<file path="src/rtl/sram_read_arbiter.sv">
// Two-port read-only arbiter for the asynchronous SRAM. It issues one read at a time,
// holds the address for WAIT_CYCLES cycles, then returns a one-cycle response pulse.
module sram_read_arbiter #(
  parameter int unsigned ADDR_W      = 18,
  parameter int unsigned DATA_W      = 16,
  parameter int unsigned WAIT_CYCLES = 2
) (
  input  logic              clk,
  input  logic              rst_n,
  input  logic              req0_valid,
  input  logic [ADDR_W-1:0] req0_addr,
  output logic              req0_ready,
  output logic              rsp0_valid,
  output logic [DATA_W-1:0] rsp0_data,
  input  logic              req1_valid,
  input  logic [ADDR_W-1:0] req1_addr,
  output logic              req1_ready,
  output logic              rsp1_valid,
  output logic [DATA_W-1:0] rsp1_data,
  output logic              busy,
  output logic              sram_WE,
  output logic              sram_CE,
  output logic              sram_OE,
  output logic              sram_LB,
  output logic              sram_UB,
  output logic [ADDR_W-1:0] SRAM_A,
  input  logic [DATA_W-1:0] SRAM_D
);

  localparam int unsigned CNT_W = (WAIT_CYCLES > 1) ? $clog2(WAIT_CYCLES) : 1;
  localparam logic [CNT_W-1:0] CNT_LOAD = CNT_W'(WAIT_CYCLES - 1);

  if (WAIT_CYCLES == 0) begin : g_bad_wait
    $error("sram_read_arbiter: WAIT_CYCLES must be >= 1");
  end

  typedef enum logic {
    ST_IDLE = 1'b0,
    ST_WAIT = 1'b1
  } state_t;

  state_t             r_state;
  state_t             w_state_nxt;
  logic               r_last_grant;
  logic               r_port;
  logic [CNT_W-1:0]   r_wait_cnt;
  logic               w_grant;
  logic               w_accept;
  logic               w_done;

  // State register
  always_ff @(posedge clk or negedge rst_n) begin
    if (!rst_n) r_state <= ST_IDLE;
    else        r_state <= w_state_nxt;
  end

  // Grant (round-robin on contention), readys and next state
  always_comb begin
    w_state_nxt = r_state;
    w_grant     = ~r_last_grant;
    w_accept    = 1'b0;
    w_done      = 1'b0;
    req0_ready  = 1'b0;
    req1_ready  = 1'b0;
    if (req0_valid ^ req1_valid) w_grant = req1_valid;
    case (r_state)
      ST_IDLE: begin
        req0_ready = ~w_grant;
        req1_ready = w_grant;
        w_accept   = (req0_valid & ~w_grant) | (req1_valid & w_grant);
        if (w_accept) w_state_nxt = ST_WAIT;
      end
      ST_WAIT: begin
        w_done = (r_wait_cnt == '0);
        if (w_done) w_state_nxt = ST_IDLE;
      end
    endcase
  end

  assign busy = (r_state == ST_WAIT);

  // Address, wait counter and per-port response capture
  always_ff @(posedge clk or negedge rst_n) begin
    if (!rst_n) begin
      SRAM_A       <= '0;
      r_port       <= 1'b0;
      r_last_grant <= 1'b1;
      r_wait_cnt   <= '0;
      rsp0_valid   <= 1'b0;
      rsp1_valid   <= 1'b0;
      rsp0_data    <= '0;
      rsp1_data    <= '0;
    end else begin
      rsp0_valid <= 1'b0;
      rsp1_valid <= 1'b0;
      if (w_accept) begin
        SRAM_A       <= w_grant ? req1_addr : req0_addr;
        r_port       <= w_grant;
        r_last_grant <= w_grant;
        r_wait_cnt   <= CNT_LOAD;
      end else if (w_done) begin
        if (r_port) begin
          rsp1_data  <= SRAM_D;
          rsp1_valid <= 1'b1;
        end else begin
          rsp0_data  <= SRAM_D;
          rsp0_valid <= 1'b1;
        end
      end else if (busy) begin
        r_wait_cnt <= r_wait_cnt - CNT_W'(1);
      end
    end
  end

  assign sram_WE = 1'b1;
  assign sram_CE = 1'b0;
  assign sram_OE = 1'b0;
  assign sram_LB = 1'b0;
  assign sram_UB = 1'b0;

endmodule

</file>
<file path="config.mk">
export PLATFORM = sky130hd
export DESIGN_NAME = sram_read_arbiter
export DESIGN_NICKNAME = d
export VERILOG_FILES = /design/src/rtl/sram_read_arbiter.sv
export SDC_FILE = /design/constraint.sdc
export NUM_CORES = 1
export LEC_CHECK = 0
export BUFFER_PORTS_ARGS = -buffer_cell sky130_fd_sc_hd__buf_2
export CAP_MARGIN = 20
export CORE_MARGIN = 2
export CORE_UTILIZATION = 46
export DETAILED_ROUTE_END_ITERATION = 6
export GPL_ROUTABILITY_DRIVEN = 0
export MAX_ROUTING_LAYER = met4
export PLACE_DENSITY = 0.8
export SLEW_MARGIN = 25
export SYNTH_ARGS = -nofsm -noshare
export SYNTH_HDL_FRONTEND = slang
export SYNTH_SLANG_ARGS = --single-unit
</file>
<file path="constraint.sdc">
create_clock -name clk -period 1.9 [get_ports clk]
set_input_delay 0 -clock clk [delete_from_list [all_inputs] [get_ports clk]]
set_output_delay 0 -clock clk [all_outputs]
set_load 0.02 [all_outputs]
</file>
After elaboration in Yosys (flattened, before gate mapping)
Cells that the tools add are included.
{"block": "word_totals", "reg_bits": 56, "word_cells": 43}
{"block": "op_classes", "addsub": 1, "eq_ne": 1, "muxes": 18, "bitwise_logic": 10, "n_reduce_logical": 4}
{"operator": "$mux 18", "count": 1}
{"operator": "$mux 1", "count": 16}
{"operator": "$not 1->1", "count": 6}
{"operator": "$reduce_and 3->1", "count": 2}
{"operator": "$and 1x1->1", "count": 2}
{"operator": "$ne 2x2->1 const B", "count": 1}
{"operator": "$pmux 1 s2", "count": 1}
{"operator": "$reduce_and 2->1", "count": 1}
{"operator": "$reduce_bool 2->1", "count": 1}
{"operator": "$or 1x1->1", "count": 1}
{"operator": "$sub 1x1->1 const B", "count": 1}
{"operator": "$xor 1x1->1", "count": 1}

Depth between registers and ports, before layout
Gate-level depths: netlist of run 1.
{"block": "logic_depth", "ltp_word": 8, "depth_mapped": 7}

Worst setup path before layout of run 1
Ideal clock, no wire load.
{"block": "synth_path", "path_kind": "reg2reg", "from": "register r_state, in the netlist busy", "to": "register rsp0_data[10]", "arrival_time_ns": 1.456, "required_ns": 1.775, "path_slack_ns": 0.319, "path_stages_with_launch": 5, "path_buffers": 2, "period_less_slack_ns": 1.581, "cell_sequence": "dfrtp_1 buf_6 nor3b_4 buf_12 mux2_4"}
{"block": "synth_between", "elab_chain_len": 3, "elab_cells_between_ends": 4, "classes_between": "2 x mux; 1 x bitwise; 1 x reduce/logical"}
{"element": "from (decl)", "line_no": "42", "source": "state_t r_state;"}
{"element": "from (signal assigned)", "line_no": "54", "source": "else r_state <= w_state_nxt;"}
{"element": "$mux 1", "line_no": "66", "source": "case (r_state)"}
{"element": "$not 1->1 (no source line)"}
{"element": "$reduce_and 3->1 (no source line) *"}
{"element": "to (signal assigned)", "line_no": "91", "source": "rsp0_data <= '0;"}
{"element": "to (signal assigned)", "line_no": "106", "source": "rsp0_data <= SRAM_D;"}
{"element": "to (decl)", "line_no": "14", "source": "output logic [DATA_W-1:0] rsp0_data,"}
Every way passes the cells marked *; elsewhere a longest branch is shown, timed or not.
A chain may end at the register's enable or synchronous reset.

Worst setup path in the final report of run 1
{"block": "layout_path", "from": "register r_state, in the netlist busy", "to": "register rsp0_data[0]"}
Same word-level chain as after synthesis.

==> results of run 1 <==
registers in the layout, indices dropped and copies added (netlist names):
signal,cells
SRAM_A,18
rsp0_data,16
rsp1_data,16
busy,1
r_last_grant,1
r_port,1
r_wait_cnt,1
rsp0_valid,1
rsp1_valid,1
cell usage after synthesis:
library cell   n  area, sq um
dfrtp_1       55         1380
mux2_2        23          259
o21ai_0       20          100
nor2_1        19         71.3
a31oi_1       18          113
nand3_1       18         90.1
mux2_4         9          135
clkbuf_1       7         26.3
buf_4          5         37.5
nand2_1        5         18.8
inv_1          4         15.0
buf_2          3         15.0
a21oi_1        2         10.0
conb_1         2         7.51
nand2b_1       2         12.5
nor2b_1        2         12.5
buf_12         1         20.0
buf_6          1         11.3
clkbuf_2       1         5.00
dfstp_2        1         26.3
ha_1           1         12.5
nand3_2        1         10.0
nor2_2         1         6.26
nor3b_4        1         18.8
or2_2          1         6.26
area by class of cell:
cell class              count  share of cell area (%)
clock inverters             1                   0.242
inverters                   4                   0.416
multi-input cells         128                    24.8
well taps                  70                    2.42
clock buffers               7                    2.11
repair buffers            169                    31.2
flip-flops and latches     56                    38.8
metrics by stage:
stage / cells / area (sq um)
2_1_floorplan: 206 / 2430
5_1_grt: 435 / 3610
4_1_cts: 435 / 3610
3_5_place_dp: 374 / 3000
6_report: 435 / 3610
3_3_place_gp: 374 / 3000
per-layer routing:
| layer | vias up | GRT usage (%) | share of wire, % |
|---|---|---|---|
| li1 | 1020 | - | - |
| met1 | 1023 | 29.6 | 42 |
| met2 | 129 | 40.3 | 49 |
| met3 | 16 | 4.98 | 7.0 |
| met4 | 0 | 6.55 | 1.5 |
| met5 | - | - | 0 |
worst max-delay path, cell delays in order, from the launching register on:
cell     delay [ns]
dfrtp_1        0.51
nor3b_4        0.22
buf_4          0.31
mux2_2         0.38
repair_timing:
item / CTS / global route
resized for setup: 0 / 0
hold endpoints to repair: 105 / 0
endpoints found under the setup margin: 0 / 0
hold buffers: 53 / 0
power by group through the flow:
stage | Sequential (mW) | Combinational, mW | Clock (mW)
global placement | 2.14 | 2.77 | 0
floorplan | 2.85 | 1.26 | 0
finish | 2.16 | 2.91 | 0.627
CTS | 2.16 | 2.90 | 0.641
global route | 2.24 | 3.12 | 0.700
detailed placement | 2.18 | 2.81 | 0
worst max-delay path by stage:
stage	endpoint	start	slack, ns	cells after the start
final	rsp0_data[0]	busy	0.38	3
after global routing	rsp0_data[2]	busy	0.31	3
after CTS	rsp0_data[0]	busy	0.37	3
after detailed placement	SRAM_A[1]	req1_valid	0.07	6
after global placement	SRAM_A[8]	req1_valid	0.16	6
after floorplan	rsp0_data[10]	busy	0.32	4
cells by family (layout without fill, tap and decap cells):
family | after synthesis | in the layout | synth area share (%)
AO/OA/AOI/OAI | 40 | 40 | 9.22
adder cells (fa/ha/maj) | 1 | 1 | 0.518
buffers and inverters | 22 | 181 | 5.39
flip-flops | 56 | 56 | 58.1
multiplexers | 32 | 32 | 16.3
other | 2 | 5 | 0.311
AND/OR/NAND/NOR | 50 | 50 | 10.2
==> run_results.csv, run 1 <==
group,metric,value,unit
outcome,status,"finished clean",
logic_synthesis,synth.cell_area,2420,sq um
die,die-height,76.5,um
worst_hold_path,min-delay-start,"req0_valid",
routing,detailroute.via_count,2188,
timing,unrepaired_setup_endpoints_after_global_routing,"false",
pwr,intPower,3.32,mW
logic_synthesis,seq_area_frac_synth,58.1,%
die,coreArea,5070,sq um
finish,final_net_count,421,
routing,final_antenna_net_count,0,
worst_hold_path,timing.hold.worst.class,"input port to flip-flop",
timing,report.final.slew_viol_count,0,
clock_tree,worstSkewPairLatency,0.30,ns
timing,share_of_the_clock_period_used_by_the_worst_path_after_layout,80.2,%
finish,drive_gt1_share,43.8,%
die,initial_utilization,47.6,%
setup_path,crit-reg2reg-launch,"busy",
pwr,total_power,5.70,mW
timing,worst_pin_slew,0.683,ns
timing,finalHoldViolCount,0,
pwr,total_leakage_power,1.74,nW
timing,finalSetupViolCount,0,
job,timing.max_cap.violations,0,
setup_path,required,2.09,ns
routing,drtPass1Iterations,4,
grt,wire_length_of_the_first_global_routing_pass,11000,um
finish,final_common_cell,"buf_2",
logic_synthesis,synth_warnings,0,
worst_hold_path,worst_hold_path.num_cells,4,
pwr,sequentialPowerShare,37.9,%
clock_tree,tritoncts,"done",
logic_synthesis,synth_seq_cells,56,
routing,detail_route.iter0.violations,107,
timing,slew_headroom,54.5,%
clock_tree,post-cts-setup-buffers,0,
timing,clock_skew,0.0103,ns
grt,largest_net_degree_at_the_start_of_global_routing,57,
setup_path,category_of_the_most_critical_setup_path,"flip-flop to flip-flop",
grt,grt_pass1_vias,2268,
routing,viasPerCell,5.03,
pwr,power.share.combinational,51.1,%
routing,drt-total-wl,6630,um
logic_synthesis,synthDistinctLibCells,25,
routing,post_detailed_route_drc_marker_count,0,
timing,setup_slack,0.376,ns
routing,wire_per_inst,15.2,um
die,row_count,26,
pwr,worst_ir_drop_vdd,0.797,mV
setup_path,timing.reg2reg.worst_path_depth,3,
clock_tree,ctsRootBufferMaster,"clkbuf_8",
pwr,net-switching-power,2.38,mW
timing,timing.fmax,656,MHz
timing,finalWorstPathRequiredPeriod,1.52,ns
setup_path,r2r-end,"rsp0_data[0]",
setup_path,crit_path_max_fanout,17,
placed_design,detailedPlacementHpwl,3820,um
pwr,power.switching_fraction,41.8,%
finish,area.sequential,1400,sq um
pwr,clock_power_share,11.0,%
pwr,power-per-cell-area,1580,nW/um^2
grt,antenna_found_initial,0,
finish,syn_to_final_growth,49.6,%
setup_path,cp-end-kind,"flip-flop",
finish,layout.cells.most_common_list,"buf_2 (110), dfrtp_1 (55), dlygate4sd3_1 (53), mux2_2 (23), o21ai_0 (20)",
logic_synthesis,synthesis.instances,203,
logic_synthesis,avgSynthCellArea,11.9,sq um
setup_path,setup.reg_to_reg.worst_slack,0.38,ns
clock_tree,cts.htree.levels,2,
finish,fillCellCount,357,
placed_design,number_of_input_and_output_port_buffers_inserted,110,
clock_tree,clkSinkCount,56,
placed_design,pre_cts_slack,0.0665,ns
setup_path,crit_arrival,1.71,ns
finish,final_core_utilization,71.2,%
worst_hold_path,min_delay_worst_endpoint,"r_wait_cnt",
die,ioPinCount,116,
die,die_width,76.5,um
clock_tree,clockBufferDepth,2,
timing,timing.setup.tns,0,ns
grt,overflow,0,
timing,holdWs,0.149,ns
finish,multi_input_area,897,sq um
grt,total_grt_usage,24.0,%
finish,antenna_cells,0,
setup_path,worst_setup_path_start_kind,"flip-flop",
die,floorplan.die_area,5850,sq um
clock_tree,cts_made_buffers,5,
clock_tree,path_clk_slew,0.10,ns
Power figures use the tool's default switching activity.
==> inputs of run 2 (changes only) <==
--- a/config.mk
+++ b/config.mk
@@ -8,11 +8,11 @@
 export BUFFER_PORTS_ARGS = -buffer_cell sky130_fd_sc_hd__buf_2
 export CAP_MARGIN = 20
 export CORE_MARGIN = 2
-export CORE_UTILIZATION = 46
+export CORE_UTILIZATION = 41
 export DETAILED_ROUTE_END_ITERATION = 6
 export GPL_ROUTABILITY_DRIVEN = 0
 export MAX_ROUTING_LAYER = met4
-export PLACE_DENSITY = 0.8
+export PLACE_DENSITY = 0.75
 export SLEW_MARGIN = 25
 export SYNTH_ARGS = -nofsm -noshare
 export SYNTH_HDL_FRONTEND = slang
==> constraint.sdc (replaced) <==
create_clock -name clk -period 1.25 [get_ports clk]
set_input_delay 0 -clock clk [delete_from_list [all_inputs] [get_ports clk]]
set_output_delay 0 -clock clk [all_outputs]
set_load 0.02 [all_outputs]
==> run_results.csv, run 2 (synthesis results as in run 1) <==
group,metric,value,unit
outcome,status,"finished with violations",
outcome,violated_checks,"negative setup slack",
routing,wire_per_inst,16.6,um
pwr,power.switching_fraction,40.7,%
grt,antenna_found_initial,0,
finish,max_flop_register,"SRAM_A",
setup_path,setup.reg_to_reg.worst_slack,-0.12,ns
timing,finalHoldViolCount,0,
routing,drt-total-wl,7500,um
worst_hold_path,min_delay_worst_endpoint,"SRAM_A[16]",
job,timing.max_cap.violations,0,
pwr,sequentialPowerShare,33.3,%
setup_path,r2r-end,"SRAM_A[17]",
routing,final_antenna_net_count,0,
die,ioPinCount,116,
setup_path,timing.reg2reg.worst_path_depth,4,
pwr,total_power,9.89,mW
placed_design,number_of_input_and_output_port_buffers_inserted,110,
finish,drive_gt1_share,50.1,%
routing,post_detailed_route_drc_marker_count,0,
setup_path,worst_setup_path_start_kind,"flip-flop",
finish,layout.cells.most_common_list,"buf_2 (108), dfrtp_1 (54), dlygate4sd3_1 (53), nor2_1 (19), a31oi_1 (17)",
pwr,total_leakage_power,1.93,nW
worst_hold_path,timing.hold.worst.class,"input port to flip-flop",
routing,drtPass1Iterations,4,
finish,antenna_cells,0,
pwr,intPower,5.87,mW
setup_path,crit_arrival,1.59,ns
timing,finalWorstPathRequiredPeriod,1.37,ns
routing,detail_route.iter0.violations,112,
clock_tree,clkSinkCount,56,
pwr,worst_ir_drop_vdd,1.37,mV
worst_hold_path,worst_hold_path.num_cells,4,
finish,final_net_count,437,
grt,grt_pass1_vias,2253,
pwr,power.share.combinational,56.3,%
routing,detailroute.via_count,2238,
setup_path,category_of_the_most_critical_setup_path,"flip-flop to flip-flop",
pwr,power-per-cell-area,2450,nW/um^2
timing,holdWs,0.171,ns
die,initial_utilization,43.1,%
pwr,net-switching-power,4.02,mW
grt,overflow,0,
finish,fillCellCount,396,
clock_tree,clockBufferDepth,2,
pwr,clock_power_share,10.4,%
die,coreArea,5610,sq um
clock_tree,tritoncts,"done",
timing,finalSetupViolCount,52,
timing,timing.setup.tns,-2.99,ns
timing,clock_skew,0.00514,ns
routing,viasPerCell,4.94,
setup_path,crit-reg2reg-launch,"r_last_grant",
clock_tree,ctsRootBufferMaster,"clkbuf_8",
finish,reg_top3,"SRAM_A (18), rsp0_data (16), rsp1_data (16)",
die,die-height,80.8,um
timing,setup_slack,-0.121,ns
finish,syn_to_final_growth,67.0,%
clock_tree,cts_made_buffers,5,
finish,largest_register_ff_count,18,
setup_path,required,1.47,ns
clock_tree,worstSkewPairLatency,0.31,ns
worst_hold_path,min-delay-start,"req1_valid",
grt,total_grt_usage,22.2,%
timing,unrepaired_setup_endpoints_after_global_routing,"true",
setup_path,crit_path_max_fanout,5,
die,die_width,80.8,um
timing,share_of_the_clock_period_used_by_the_worst_path_after_layout,110,%
placed_design,pre_cts_slack,-0.500,ns
die,row_count,27,
finish,final_common_cell,"buf_2",
die,floorplan.die_area,6520,sq um
clock_tree,path_clk_slew,0.10,ns
placed_design,detailedPlacementHpwl,3980,um
grt,largest_net_degree_at_the_start_of_global_routing,57,
grt,wire_length_of_the_first_global_routing_pass,10800,um
timing,report.final.slew_viol_count,0,
setup_path,cp-end-kind,"flip-flop",
timing,timing.fmax,729,MHz
clock_tree,cts.htree.levels,2,
## run 2: changes by cell type in the layout (fill, tap and decap cells not counted), sizes merged
| cell | previous run | this run |
|---|---|---|
| clkinvlp | 0 | 2 |
| clkinv | 1 | 0 |
| clkbuf | 7 | 11 |
| buf | 116 | 127 |
## run 2: cell type report
cell class                      count  area (sq um)  share of cell area, %
Inverter                            4          17.5                  0.434
Timing Repair Buffer              185          1430                   35.5
Clock inverter                      2          15.0                  0.372
Sequential cell                    56          1400                   34.8
Tap cell                           72          90.1                   2.23
Multi-Input combinational cell    128           993                   24.6
Clock buffer                        6          82.6                   2.05
## run 2: layer usage
layer  wire length (um)  part of all wire, %  global-route usage, %
met1               3070                   41                   26.7
met5                  0                    0                      -
met3                505                  6.7                   5.00
met2               3780                   50                   37.4
met4                157                  2.1                   7.12
## run 2: per-stage QoR
stage	utilization [%]	std cells	instance area, sq um
finish	72.0	453	4040
global route	72.0	453	4040
CTS	68.1	445	3820
detailed placement	55.8	381	3130
global placement	55.8	381	3130
floorplan	-	206	2440
## run 2: power groups by stage
stage	sequential [mW]	combinational, mW	clock, mW
floorplan	4.34	1.94	0
global placement	3.25	4.54	0
detailed placement	3.29	4.62	0
CTS	3.28	4.88	1.06
global route	3.38	5.91	1.13
finish	3.30	5.56	1.03
## run 2: how the worst max path moves through the flow
stage / from / endpoint / slack (ns) / depth (start not counted)
floorplan: busy / rsp0_data[10] / -0.28 / 4
finish: r_last_grant / SRAM_A[17] / -0.12 / 4
CTS: r_wait_cnt / rsp0_data[0] / -0.08 / 3
detailed placement: req1_valid / SRAM_A[17] / -0.50 / 6
global route: r_last_grant / SRAM_A[14] / -0.14 / 4
global placement: req1_valid / SRAM_A[5] / -0.39 / 6
## run 2: what timing repair did
item                                   4_1_cts  5_1_grt
gates cloned                                 0        6
hold buffers                                53        0
pin swaps                                    1       16
endpoints found under the hold margin      106        0
buffers inserted                             3        3
setup endpoints to repair                   49       52
resized for setup                           13       31
## run 2: critical path: stages, from the launching register on
cell	delay (ns)
dfstp_2	0.56
nor2b_4	0.26
buf_12	0.15
o21ai_2	0.07
a31oi_2	0.24
==> inputs of run 3 (changes only) <==
--- a/config.mk
+++ b/config.mk
@@ -11,7 +11,6 @@
 export CORE_UTILIZATION = 41
 export DETAILED_ROUTE_END_ITERATION = 6
 export GPL_ROUTABILITY_DRIVEN = 0
-export MAX_ROUTING_LAYER = met4
 export PLACE_DENSITY = 0.75
 export SLEW_MARGIN = 25
 export SYNTH_ARGS = -nofsm -noshare
==> run_results.csv, run 3 (synthesis results as in run 1) <==
group,metric,value,unit
pwr,clock_power_share,10.4,%
clock_tree,cts_made_buffers,5,
setup_path,crit_arrival,1.59,ns
pwr,sequentialPowerShare,33.3,%
placed_design,detailedPlacementHpwl,3980,um
routing,post_detailed_route_drc_marker_count,0,
worst_hold_path,timing.hold.worst.class,"input port to flip-flop",
clock_tree,worstSkewPairLatency,0.31,ns
pwr,power-per-cell-area,2450,nW/um^2
die,row_count,27,
timing,timing.fmax,730,MHz
placed_design,post_dp_cell_area,3130,sq um
pwr,power.switching_fraction,40.7,%
finish,multi_input_area,993,sq um
outcome,status,"finished with violations",
clock_tree,tritoncts,"done",
pwr,total_leakage_power,1.93,nW
die,initial_utilization,43.1,%
clock_tree,clockBufferDepth,2,
finish,layout.cells.most_common_list,"buf_2 (108), dfrtp_1 (54), dlygate4sd3_1 (53), nor2_1 (19), a31oi_1 (17)",
die,floorplan.die_area,6520,sq um
routing,detail_route.iter0.violations,83,
timing,timing.setup.tns,-3.03,ns
setup_path,required,1.47,ns
clock_tree,path_clk_slew,0.10,ns
timing,finalWorstPathRequiredPeriod,1.37,ns
die,die_width,80.8,um
clock_tree,ctsRootBufferMaster,"clkbuf_8",
pwr,intPower,5.87,mW
routing,wire_per_inst,16.7,um
timing,unrepaired_setup_endpoints_after_global_routing,"true",
routing,drt-total-wl,7560,um
grt,largest_net_degree_at_the_start_of_global_routing,57,
grt,overflow,0,
timing,holdWs,0.169,ns
setup_path,crit_path_max_fanout,5,
die,ioPinCount,116,
routing,final_antenna_net_count,0,
finish,final_net_count,437,
clock_tree,cts.htree.levels,2,
timing,clock_skew,0.00499,ns
finish,reg_top3,"SRAM_A (18), rsp0_data (16), rsp1_data (16)",
grt,antenna_found_initial,0,
routing,viasPerCell,4.95,
grt,wire_length_of_the_first_global_routing_pass,10800,um
finish,max_flop_register,"SRAM_A",
finish,final_common_cell,"buf_2",
finish,area.sequential,1400,sq um
timing,finalHoldViolCount,0,
timing,share_of_the_clock_period_used_by_the_worst_path_after_layout,110,%
timing,setup_slack,-0.119,ns
placed_design,pre_cts_slack,-0.500,ns
finish,syn_to_final_growth,67.0,%
grt,grt_pass1_vias,2245,
grt,total_grt_usage,21.6,%
routing,drtPass1Iterations,4,
setup_path,category_of_the_most_critical_setup_path,"flip-flop to flip-flop",
finish,antenna_cells,0,
pwr,power.share.combinational,56.2,%
finish,largest_register_ff_count,18,
pwr,worst_ir_drop_vdd,1.37,mV
setup_path,worst_setup_path_start_kind,"flip-flop",
timing,finalSetupViolCount,52,
die,die-height,80.8,um
job,timing.max_cap.violations,0,
placed_design,number_of_input_and_output_port_buffers_inserted,110,
finish,drive_gt1_share,50.1,%
timing,report.final.slew_viol_count,0,
routing,detailroute.via_count,2242,
pwr,net-switching-power,4.03,mW
finish,fillCellCount,396,
clock_tree,clkSinkCount,56,
setup_path,cp-end-kind,"flip-flop",
outcome,violated_checks,"negative setup slack",
die,coreArea,5610,sq um
finish,final_standard_cell_area_without_fillers,4040,sq um
-- run 3: cell counts in the layout (fill, tap and decap cells not counted) --
Identical to the previous run, type by type.
-- run 3: final cells by class --
type                    instances  area share [%]
clock buffers                   6            2.05
clock inverters                 2           0.372
inverters                       4           0.434
multi-input cells             128            24.6
flip-flops and latches         56            34.8
well taps                      72            2.23
repair buffers                185            35.5
-- run 3: routing by layer --
| metal | vias to the layer above | share of wire, % | track usage, % |
|---|---|---|---|
| met4 | 0 | 2.2 | 7.12 |
| met2 | 140 | 50 | 37.4 |
| met5 | - | 0 | 0 |
| met3 | 14 | 8.6 | 6.11 |
| met1 | 1035 | 39 | 26.1 |
| li1 | 1053 | - | - |
-- run 3: final timing paths --
kind,startpoint,end,slack [ns],depth (start not counted)
min,req1_valid,SRAM_A[16],0.17,4
min reg2reg,r_last_grant,r_last_grant,0.49,2
max,r_last_grant,SRAM_A[17],-0.12,4
max in group asynchronous,rst_n,r_last_grant,0.74,3
min in group asynchronous,rst_n,rsp0_data[6],0.23,3
max reg2reg,r_last_grant,SRAM_A[17],-0.12,4
-- run 3: critical path, cell delays in order (launching register included) --
cell and delay (ns):
dfstp_2 0.56, nor2b_4 0.26, buf_12 0.15, o21ai_2 0.07, a31oi_2 0.24
-- run 3: what timing repair did --
item / CTS / global route
gates resized for setup: 13 / 31
pin swaps: 1 / 16
hold buffers: 53 / 0
setup endpoints to repair: 49 / 52
cloned: 0 / 6
setup buffers: 3 / 3
endpoints found under the hold margin: 106 / 0
-- run 3: stage by stage --
stage	utilization, %	instances	total power, mW
after floorplan	-	206	6.29
after global placement	55.8	381	7.79
after detailed placement	55.8	381	7.91
after CTS	68.1	445	9.21
after global routing	72.0	453	10.4
final	72.0	453	9.90
-- run 3: power groups by stage --
stage | Clock [mW] | Combinational (mW) | Sequential, mW
final | 1.03 | 5.57 | 3.30
after global placement | 0 | 4.54 | 3.25
after floorplan | 0 | 1.94 | 4.34
after CTS | 1.06 | 4.88 | 3.28
after global routing | 1.13 | 5.91 | 3.38
after detailed placement | 0 | 4.62 | 3.29
